[config.mk]
export PLATFORM = sky130hd
export DESIGN_NAME = control_sequencer_flat
export DESIGN_NICKNAME = d
export VERILOG_FILES = /design/src/rtl/control_sequencer_if.sv /design/src/rtl/control_sequencer.sv /design/src/flat_wrapper.sv
export SDC_FILE = /design/constraint.sdc
export NUM_CORES = 1
export LEC_CHECK = 0
export CAP_MARGIN = 20
export CORE_ASPECT_RATIO = 2
export CORE_MARGIN = 8
export CORE_UTILIZATION = 42
export CTS_CLUSTER_DIAMETER = 120
export DETAILED_ROUTE_END_ITERATION = 10
export GPL_ROUTABILITY_DRIVEN = 1
export HOLD_SLACK_MARGIN = 0.06
export PLACE_DENSITY = 0.75
export SETUP_SLACK_MARGIN = 0.3
export SLEW_MARGIN = 25
export SYNTH_ARGS = -nofsm -noshare
export SYNTH_HDL_FRONTEND = slang
export SYNTH_SLANG_ARGS = --single-unit
[constraint.sdc]
create_clock -name clk -period 2.04 [get_ports clk]
set_clock_uncertainty 0.15 [all_clocks]
set_input_delay 0.51 -clock clk [delete_from_list [all_inputs] [get_ports clk]]
set_output_delay 0.51 -clock clk [all_outputs]
set_load 0.02 [all_outputs]
[src/rtl/control_sequencer_if.sv]
// Bus-side bundle between the control sequencer and the datapath blocks it steers.
// master = sequencer (drives strobes), slave = datapath/IR/memory side.
interface control_sequencer_if #(
  parameter int DATA_W    = 8,
  parameter int REG_SEL_W = 2
);
  logic [DATA_W-1:0]    instr;
  logic                 flag_zero;
  logic                 flag_carry;
  logic                 mem_ready;

  logic                 pc_oe, pc_inc, pc_load;
  logic                 sp_oe, sp_inc, sp_dec;
  logic                 mar_load, ir_load;
  logic                 mem_rd, mem_wr;
  logic                 reg_we, reg_oe;
  logic [REG_SEL_W-1:0] reg_sel_in, reg_sel_out;
  logic                 alu_en, alu_oe;
  logic [2:0]           alu_mode;
  logic [3:0]           state;
  logic [3:0]           cycle;
  logic                 halted, fault;

  modport master (
    input  instr, flag_zero, flag_carry, mem_ready,
    output pc_oe, pc_inc, pc_load, sp_oe, sp_inc, sp_dec, mar_load, ir_load,
           mem_rd, mem_wr, reg_we, reg_oe, reg_sel_in, reg_sel_out,
           alu_en, alu_oe, alu_mode, state, cycle, halted, fault
  );

  modport slave (
    output instr, flag_zero, flag_carry, mem_ready,
    input  pc_oe, pc_inc, pc_load, sp_oe, sp_inc, sp_dec, mar_load, ir_load,
           mem_rd, mem_wr, reg_we, reg_oe, reg_sel_in, reg_sel_out,
           alu_en, alu_oe, alu_mode, state, cycle, halted, fault
  );
endinterface

[src/rtl/control_sequencer.sv]
// Multi-cycle control unit: fetches, decodes and sequences each instruction,
// driving bus strobes as a decode of the registered state plus mem_ready.
module control_sequencer #(
  parameter int DATA_W    = 8,
  parameter int REG_SEL_W = 2,
  parameter int MAX_WAIT  = 15
) (
  input  logic                clk,
  input  logic                reset,
  control_sequencer_if.master bus
);

  typedef enum logic [3:0] {
    S_FETCH_ADDR = 4'd0,
    S_FETCH_INST = 4'd1,
    S_DECODE     = 4'd2,
    S_MOV        = 4'd3,
    S_IMM_ADDR   = 4'd4,
    S_IMM_READ   = 4'd5,
    S_SP_DEC     = 4'd6,
    S_SP_ADDR    = 4'd7,
    S_MEM_WRITE  = 4'd8,
    S_MEM_READ   = 4'd9,
    S_SP_INC     = 4'd10,
    S_ALU_EXEC   = 4'd11,
    S_ALU_STORE  = 4'd12,
    S_HALTED     = 4'd13,
    S_FAULT      = 4'd14
  } state_e;

  localparam logic [3:0] OP_NOP  = 4'h0;
  localparam logic [3:0] OP_MOV  = 4'h1;
  localparam logic [3:0] OP_LDI  = 4'h2;
  localparam logic [3:0] OP_PUSH = 4'h3;
  localparam logic [3:0] OP_POP  = 4'h4;
  localparam logic [3:0] OP_JMP  = 4'h5;
  localparam logic [3:0] OP_JZ   = 4'h6;
  localparam logic [3:0] OP_JC   = 4'h7;
  localparam logic [3:0] OP_HALT = 4'hF;

  localparam int WAIT_W = (MAX_WAIT > 1) ? $clog2(MAX_WAIT + 1) : 1;

  state_e               state_q, state_d;
  logic [3:0]           cycle_q, cycle_d;
  logic [WAIT_W-1:0]    wait_q, wait_d;
  logic [3:0]           op_q, op_d;
  logic [REG_SEL_W-1:0] rd_q, rd_d, rs_q, rs_d;
  logic                 zf_q, zf_d, cf_q, cf_d;

  logic [3:0]           op_in;
  logic [REG_SEL_W-1:0] rd_in, rs_in;
  logic                 timeout, taken;
  logic [WAIT_W-1:0]    wait_sat;

  assign op_in = bus.instr[DATA_W-1 -: 4];
  assign rd_in = bus.instr[2*REG_SEL_W-1:REG_SEL_W];
  assign rs_in = bus.instr[REG_SEL_W-1:0];

  // The counter holds completed wait cycles; this low cycle would be number MAX_WAIT.
  assign timeout  = (MAX_WAIT != 0) && (int'(wait_q) >= MAX_WAIT - 1);
  assign wait_sat = (&wait_q) ? wait_q : wait_q + 1'b1;

  always_comb begin
    taken = 1'b0;
    case (op_q)
      OP_JMP:  taken = 1'b1;
      OP_JZ:   taken = zf_q;
      OP_JC:   taken = cf_q;
      default: taken = 1'b0;
    endcase
  end

  always_comb begin
    state_d = state_q;
    wait_d  = '0;
    op_d    = op_q;
    rd_d    = rd_q;
    rs_d    = rs_q;
    zf_d    = zf_q;
    cf_d    = cf_q;
    case (state_q)
      S_FETCH_ADDR: state_d = S_FETCH_INST;
      S_FETCH_INST, S_IMM_READ, S_MEM_WRITE, S_MEM_READ: begin
        if (bus.mem_ready) begin
          case (state_q)
            S_FETCH_INST: state_d = S_DECODE;
            S_MEM_READ:   state_d = S_SP_INC;
            default:      state_d = S_FETCH_ADDR;
          endcase
        end else if (timeout) begin
          state_d = S_FAULT;
        end else begin
          wait_d = wait_sat;
        end
      end
      S_DECODE: begin
        op_d = op_in;
        rd_d = rd_in;
        rs_d = rs_in;
        zf_d = bus.flag_zero;
        cf_d = bus.flag_carry;
        case (op_in)
          OP_NOP:                      state_d = S_FETCH_ADDR;
          OP_MOV:                      state_d = S_MOV;
          OP_LDI, OP_JMP, OP_JZ, OP_JC: state_d = S_IMM_ADDR;
          OP_PUSH:                     state_d = S_SP_DEC;
          OP_POP:                      state_d = S_SP_ADDR;
          OP_HALT:                     state_d = S_HALTED;
          default:                     state_d = S_ALU_EXEC;
        endcase
      end
      S_MOV:       state_d = S_FETCH_ADDR;
      S_IMM_ADDR:  state_d = S_IMM_READ;
      S_SP_DEC:    state_d = S_SP_ADDR;
      S_SP_ADDR:   state_d = (op_q == OP_PUSH) ? S_MEM_WRITE : S_MEM_READ;
      S_SP_INC:    state_d = S_FETCH_ADDR;
      S_ALU_EXEC:  state_d = S_ALU_STORE;
      S_ALU_STORE: state_d = S_FETCH_ADDR;
      S_HALTED:    state_d = S_HALTED;
      S_FAULT:     state_d = S_FAULT;
      default:     state_d = S_FETCH_ADDR;
    endcase
    cycle_d = (state_d == S_FETCH_ADDR) ? 4'd0 :
              (&cycle_q)                ? cycle_q : cycle_q + 4'd1;
  end

  always_ff @(posedge clk) begin
    if (reset) begin
      state_q <= S_FETCH_ADDR;
      cycle_q <= '0;
      wait_q  <= '0;
      op_q    <= '0;
      rd_q    <= '0;
      rs_q    <= '0;
      zf_q    <= 1'b0;
      cf_q    <= 1'b0;
    end else begin
      state_q <= state_d;
      cycle_q <= cycle_d;
      wait_q  <= wait_d;
      op_q    <= op_d;
      rd_q    <= rd_d;
      rs_q    <= rs_d;
      zf_q    <= zf_d;
      cf_q    <= cf_d;
    end
  end

  // Selects and mode are only non-zero alongside their strobe, so idle bus fields stay quiet.
  always_comb begin
    bus.pc_oe       = 1'b0;
    bus.pc_inc      = 1'b0;
    bus.pc_load     = 1'b0;
    bus.sp_oe       = 1'b0;
    bus.sp_inc      = 1'b0;
    bus.sp_dec      = 1'b0;
    bus.mar_load    = 1'b0;
    bus.ir_load     = 1'b0;
    bus.mem_rd      = 1'b0;
    bus.mem_wr      = 1'b0;
    bus.reg_we      = 1'b0;
    bus.reg_oe      = 1'b0;
    bus.reg_sel_in  = '0;
    bus.reg_sel_out = '0;
    bus.alu_en      = 1'b0;
    bus.alu_oe      = 1'b0;
    bus.alu_mode    = 3'd0;
    if (!reset) begin
      case (state_q)
        S_FETCH_ADDR, S_IMM_ADDR: begin
          bus.pc_oe    = 1'b1;
          bus.mar_load = 1'b1;
        end
        S_FETCH_INST: begin
          bus.mem_rd = 1'b1;
          if (bus.mem_ready) begin
            bus.ir_load = 1'b1;
            bus.pc_inc  = 1'b1;
          end
        end
        S_MOV: begin
          bus.reg_oe      = 1'b1;
          bus.reg_sel_out = rs_q;
          bus.reg_we      = 1'b1;
          bus.reg_sel_in  = rd_q;
        end
        S_IMM_READ: begin
          bus.mem_rd = 1'b1;
          if (bus.mem_ready) begin
            if (op_q == OP_LDI) begin
              bus.reg_we     = 1'b1;
              bus.reg_sel_in = rd_q;
              bus.pc_inc     = 1'b1;
            end else if (taken) begin
              bus.pc_load = 1'b1;
            end else begin
              bus.pc_inc = 1'b1;
            end
          end
        end
        S_SP_DEC: bus.sp_dec = 1'b1;
        S_SP_ADDR: begin
          bus.sp_oe    = 1'b1;
          bus.mar_load = 1'b1;
        end
        S_MEM_WRITE: begin
          bus.reg_oe      = 1'b1;
          bus.reg_sel_out = rs_q;
          bus.mem_wr      = 1'b1;
        end
        S_MEM_READ: begin
          bus.mem_rd = 1'b1;
          if (bus.mem_ready) begin
            bus.reg_we     = 1'b1;
            bus.reg_sel_in = rd_q;
          end
        end
        S_SP_INC: bus.sp_inc = 1'b1;
        S_ALU_EXEC: begin
          bus.alu_en   = 1'b1;
          bus.alu_mode = op_q[2:0];
        end
        S_ALU_STORE: begin
          bus.alu_oe     = 1'b1;
          bus.reg_we     = 1'b1;
          bus.reg_sel_in = rd_q;
        end
        default: ;
      endcase
    end
  end

  assign bus.state  = state_q;
  assign bus.cycle  = cycle_q;
  assign bus.halted = (state_q == S_HALTED) || (state_q == S_FAULT);
  assign bus.fault  = (state_q == S_FAULT);

endmodule

[src/flat_wrapper.sv]
// flat-port wrapper written by rule: the top's interface ports become plain ports
module control_sequencer_flat 
#(
  parameter int DATA_W    = 8,
  parameter int REG_SEL_W = 2,
  parameter int MAX_WAIT  = 15
)
  (clk, reset, bus_instr, bus_flag_zero, bus_flag_carry, bus_mem_ready, bus_pc_oe, bus_pc_inc, bus_pc_load, bus_sp_oe, bus_sp_inc, bus_sp_dec, bus_mar_load, bus_ir_load, bus_mem_rd, bus_mem_wr, bus_reg_we, bus_reg_oe, bus_reg_sel_in, bus_reg_sel_out, bus_alu_en, bus_alu_oe, bus_alu_mode, bus_state, bus_cycle, bus_halted, bus_fault);
  control_sequencer_if #(.DATA_W(DATA_W), .REG_SEL_W(REG_SEL_W)) bus_i ();
  input  logic clk;
  input  logic reset;
  input wire logic [$bits(bus_i.instr)-1:0] bus_instr;
  input wire logic [$bits(bus_i.flag_zero)-1:0] bus_flag_zero;
  input wire logic [$bits(bus_i.flag_carry)-1:0] bus_flag_carry;
  input wire logic [$bits(bus_i.mem_ready)-1:0] bus_mem_ready;
  output wire logic [$bits(bus_i.pc_oe)-1:0] bus_pc_oe;
  output wire logic [$bits(bus_i.pc_inc)-1:0] bus_pc_inc;
  output wire logic [$bits(bus_i.pc_load)-1:0] bus_pc_load;
  output wire logic [$bits(bus_i.sp_oe)-1:0] bus_sp_oe;
  output wire logic [$bits(bus_i.sp_inc)-1:0] bus_sp_inc;
  output wire logic [$bits(bus_i.sp_dec)-1:0] bus_sp_dec;
  output wire logic [$bits(bus_i.mar_load)-1:0] bus_mar_load;
  output wire logic [$bits(bus_i.ir_load)-1:0] bus_ir_load;
  output wire logic [$bits(bus_i.mem_rd)-1:0] bus_mem_rd;
  output wire logic [$bits(bus_i.mem_wr)-1:0] bus_mem_wr;
  output wire logic [$bits(bus_i.reg_we)-1:0] bus_reg_we;
  output wire logic [$bits(bus_i.reg_oe)-1:0] bus_reg_oe;
  output wire logic [$bits(bus_i.reg_sel_in)-1:0] bus_reg_sel_in;
  output wire logic [$bits(bus_i.reg_sel_out)-1:0] bus_reg_sel_out;
  output wire logic [$bits(bus_i.alu_en)-1:0] bus_alu_en;
  output wire logic [$bits(bus_i.alu_oe)-1:0] bus_alu_oe;
  output wire logic [$bits(bus_i.alu_mode)-1:0] bus_alu_mode;
  output wire logic [$bits(bus_i.state)-1:0] bus_state;
  output wire logic [$bits(bus_i.cycle)-1:0] bus_cycle;
  output wire logic [$bits(bus_i.halted)-1:0] bus_halted;
  output wire logic [$bits(bus_i.fault)-1:0] bus_fault;
  assign bus_i.instr = bus_instr;
  assign bus_i.flag_zero = bus_flag_zero;
  assign bus_i.flag_carry = bus_flag_carry;
  assign bus_i.mem_ready = bus_mem_ready;
  assign bus_pc_oe = bus_i.pc_oe;
  assign bus_pc_inc = bus_i.pc_inc;
  assign bus_pc_load = bus_i.pc_load;
  assign bus_sp_oe = bus_i.sp_oe;
  assign bus_sp_inc = bus_i.sp_inc;
  assign bus_sp_dec = bus_i.sp_dec;
  assign bus_mar_load = bus_i.mar_load;
  assign bus_ir_load = bus_i.ir_load;
  assign bus_mem_rd = bus_i.mem_rd;
  assign bus_mem_wr = bus_i.mem_wr;
  assign bus_reg_we = bus_i.reg_we;
  assign bus_reg_oe = bus_i.reg_oe;
  assign bus_reg_sel_in = bus_i.reg_sel_in;
  assign bus_reg_sel_out = bus_i.reg_sel_out;
  assign bus_alu_en = bus_i.alu_en;
  assign bus_alu_oe = bus_i.alu_oe;
  assign bus_alu_mode = bus_i.alu_mode;
  assign bus_state = bus_i.state;
  assign bus_cycle = bus_i.cycle;
  assign bus_halted = bus_i.halted;
  assign bus_fault = bus_i.fault;
  control_sequencer #(.DATA_W(DATA_W), .REG_SEL_W(REG_SEL_W), .MAX_WAIT(MAX_WAIT)) u_core (.clk(clk), .reset(reset), .bus(bus_i));
endmodule
==> results of run 1 <==
-- critical path: cells and delay by family (launching register included) --
kind | cells | cell delay [ps]
AO/OA/AOI/OAI | 3 | 500
buffers and inverters | 1 | 110
AND/OR/NAND/NOR | 3 | 770
flip-flops | 1 | 330
-- logic make-up after synthesis --
logic type,synth area share
and+or+nand+nor,0.339
adders and majority gates,0.0260
muxes,0.0208
buffers and inverters,0.0634
xor gates and xnor gates,0.0304
DFF,0.306
AOI/OAI and AO/OA,0.215
-- worst min path at each step --
stage	end	slack, ps	cells after the start
after floorplan	u_core.rs_q[0]$_SDFFE_PP0P_	280	2
after global placement	u_core.cf_q$_SDFFE_PP0P_	290	2
after detailed placement	u_core.zf_q$_SDFFE_PP0P_	300	2
after CTS	u_core.rd_q[0]$_SDFFE_PP0P_	310	2
after global routing	u_core.rd_q[0]$_SDFFE_PP0P_	360	2
final	u_core.rd_q[0]$_SDFFE_PP0P_	330	2
-- state kept, by name (all words and copies together) (netlist names) --
| register | flops |
|---|---|
| u_core.bus.state | 4 |
| u_core.rs_q | 2 |
| u_core.rd_q | 2 |
| u_core.wait_q | 4 |
| u_core.cf_q | 1 |
| u_core.op_q | 4 |
| u_core.bus.cycle | 4 |
| u_core.zf_q | 1 |
-- layout make-up --
cell class,count,area (um2),area share
multi-input combinational,153,1350,0.464
timing repair buffer,106,988,0.341
sequential,22,457,0.158
clock buffer,4,45.0,0.0155
tap,32,40.0,0.0138
inverter,6,22.5,0.00777
-- power by group --
part / internal (mW) / switching, mW / leakage [nW] / total (mW)
clock network: 0.140 / 0.157 / 0.0228 / 0.297
logic: 0.248 / 0.261 / 1.04 / 0.509
registers: 0.448 / 0.0249 / 0.182 / 0.473
-- metal layers --
layer  wire [um]  track usage
met1        2260        0.157
met2        3810        0.352
met3         296       0.0261
met4         317        0.132
met5           0            0
-- cells in the final DEF (no fill, tap or decap), types with 3 or more instances in the layout --
cell and instances:
nor2_1 15, nand3_1 6, clkdlybuf4s50_1 9, a21oi_1 4, dfxtp_1 17, buf_8 4, mux2i_1 3, nand2_4 7
and2_1 3, nand2b_4 3, nor4_4 5, a31oi_1 3, inv_1 5, buf_2 3, nand2_2 6, clkbuf_8 3
nor3_1 4, dlygate4sd2_1 4, nor2_4 4, buf_4 51, nor3_4 5, a21oi_2 14, dfxtp_4 4, buf_6 30
a211oi_2 3, xnor2_1 4, and2_4 4, nand2_1 17
-- repair_timing --
item / in CTS / in global routing
pin swaps: 10 / 12
gates cloned: 0 / 1
setup endpoints to repair: 53 / 47
buffers inserted: 7 / 8
gates resized for setup: 165 / 90
-- metrics by stage --
stage | setup TNS [ps] | area, um2
finish | -6390 | 2900
global route | -7980 | 2900
CTS | -6770 | 2550
detailed placement | -17610 | 2350
global placement | -17570 | 2350
floorplan | -1930 | 1630
==> results.sh, run 1 <==
export IMPL_stdcell_count=323
export IMPL_max_freq_mhz=379
export IMPL_clk_latency_ps=270
export IMPL_synth_distinct_cells=44
export IMPL_io_pins=44
export IMPL_grt_overflow=0
export IMPL_drv_slew=0
export IMPL_drc=0
export IMPL_synth_nets=210
export IMPL_die_w_um=57.4
export IMPL_synth_edff_count=0
export IMPL_grt_max_degree=21
export IMPL_dp_hpwl_um=3670
export IMPL_regToRegSetupSlack_ps=-240
export IMPL_dp_cells=303
export IMPL_tightest_slew_ps=558
export IMPL_r2r_worst_path_cells=10
export IMPL_synth_cells=194
export IMPL_setup_viol_count_final=27
export IMPL_dp_slack_ps=-864
export IMPL_die_h_um=98.8
export IMPL_start_util=0.431
export IMPL_drtIter0Drc=89
export IMPL_crit_start="u_core.op_q[3]$_SDFFE_PP0P_"
export IMPL_power_total_mw=1.28
export IMPL_crit_chain="or4b_4 -> o31ai_2 -> a31oi_1 -> o32a_1 -> nor2_4 -> and2_4 -> buf_6"
export IMPL_worst_ep_arrival_time_ps=1980
export IMPL_netlist_area_um2=1440
export IMPL_worstSetupEndpointType="output port"
export IMPL_r2r_end="u_core.bus.cycle[2]$_SDFFE_PP0N_"
export IMPL_grt_pass1_vias=1838
export IMPL_utilization=0.867
export IMPL_fp_coreArea_um2=3340
export IMPL_criticalPathCategory="reg2out"
export IMPL_antenna_left=0
export IMPL_leakage_nw=1.24
export IMPL_port_buffer_count=43
export IMPL_status="complete, but fails checks"
export IMPL_syn_avg_cell_area_um2=7.43
export IMPL_yosysTopAreaCellShare=0.306
export IMPL_endpoint="bus_reg_sel_in[0]"
export IMPL_num_rows=30
export IMPL_syn_to_final_growth_pct=101
export IMPL_critPathMaxStageDelay_ps=530
export IMPL_yosys_cell_count_top_type="nand2_1"
export IMPL_antenna_found_initial=0
export IMPL_cap_violations=0
export IMPL_nets=308
export IMPL_drive_above_1_share=0.588
export IMPL_dr_pass1_iters=4
export IMPL_power_density_nw_per_um2=441
export IMPL_start_kind="register"
export IMPL_diodes=0
export IMPL_synth_ff_type="dfxtp_1"
export IMPL_hold_ws_ps=331
export IMPL_die_area_um2=5680
export IMPL_violations="negative setup slack"
export IMPL_regToRegStartpoint="u_core.bus.state[2]$_SDFF_PP0_"
export IMPL_fin_crit_sh=1.29
export IMPL_yosysWarnings=0
export IMPL_synth_async_reset_ratio=0
export IMPL_wl_um=6680
export IMPL_cts_hold_buffers_added=0
export IMPL_rsz0062_at_grt="true"
export IMPL_grt_pass1_wl_um=8260
export IMPL_cts_max_level=1
export IMPL_cts_buffers_inserted=3
export IMPL_vias_per_cell=5.96
export IMPL_ctsRootBufferMaster="clkbuf_8"
export IMPL_wl_per_cell_um=20.7
export IMPL_vias=1924
export IMPL_relSlewSlack=0.623
export IMPL_fin_ws_ps=-596
export IMPL_seq_area_frac_synth=0.306
export IMPL_place_congestion=0.797
export IMPL_synth_area_top_cells="dfxtp_1 31%, nand2_1 7.8%, a21oi_1 5.9%, nor2_1 5.2%, nor3_1 3.8%"
export IMPL_clkTransAtPathRegs_ps=80
export IMPL_hp_start="u_core.rd_q[0]$_SDFFE_PP0P_"
export IMPL_cts_sinks=22
export IMPL_hold_viol_final=0
export IMPL_cts_tree="yes"
export IMPL_synth_area_leader_cell="dfxtp_1"
export IMPL_grt_util_all_layers=0.182
export IMPL_path_max_fanout=3
export IMPL_post_route_min_period_ps=2640
export IMPL_cp_required_ps=1380
export IMPL_hp_class="reg2reg"
export IMPL_crit_slowest_cell="or4b_4"
export IMPL_clockBufferDepth=2
export IMPL_yosys_top_cells_count="30 x nand2_1, 22 x dfxtp_1, 20 x nor2_1"
export IMPL_irDropWorstVdd_mv=0.518
export IMPL_synth_seq_cells=22
export IMPL_num_fill_cells=161
(Power assumes the default switching activity.)
==> inputs of run 2 (changes only) <==
CAP_MARGIN = default   (was 20)
==> results of run 2 <==
The final DEF is identical to that of run 1; final timing and power are the same.
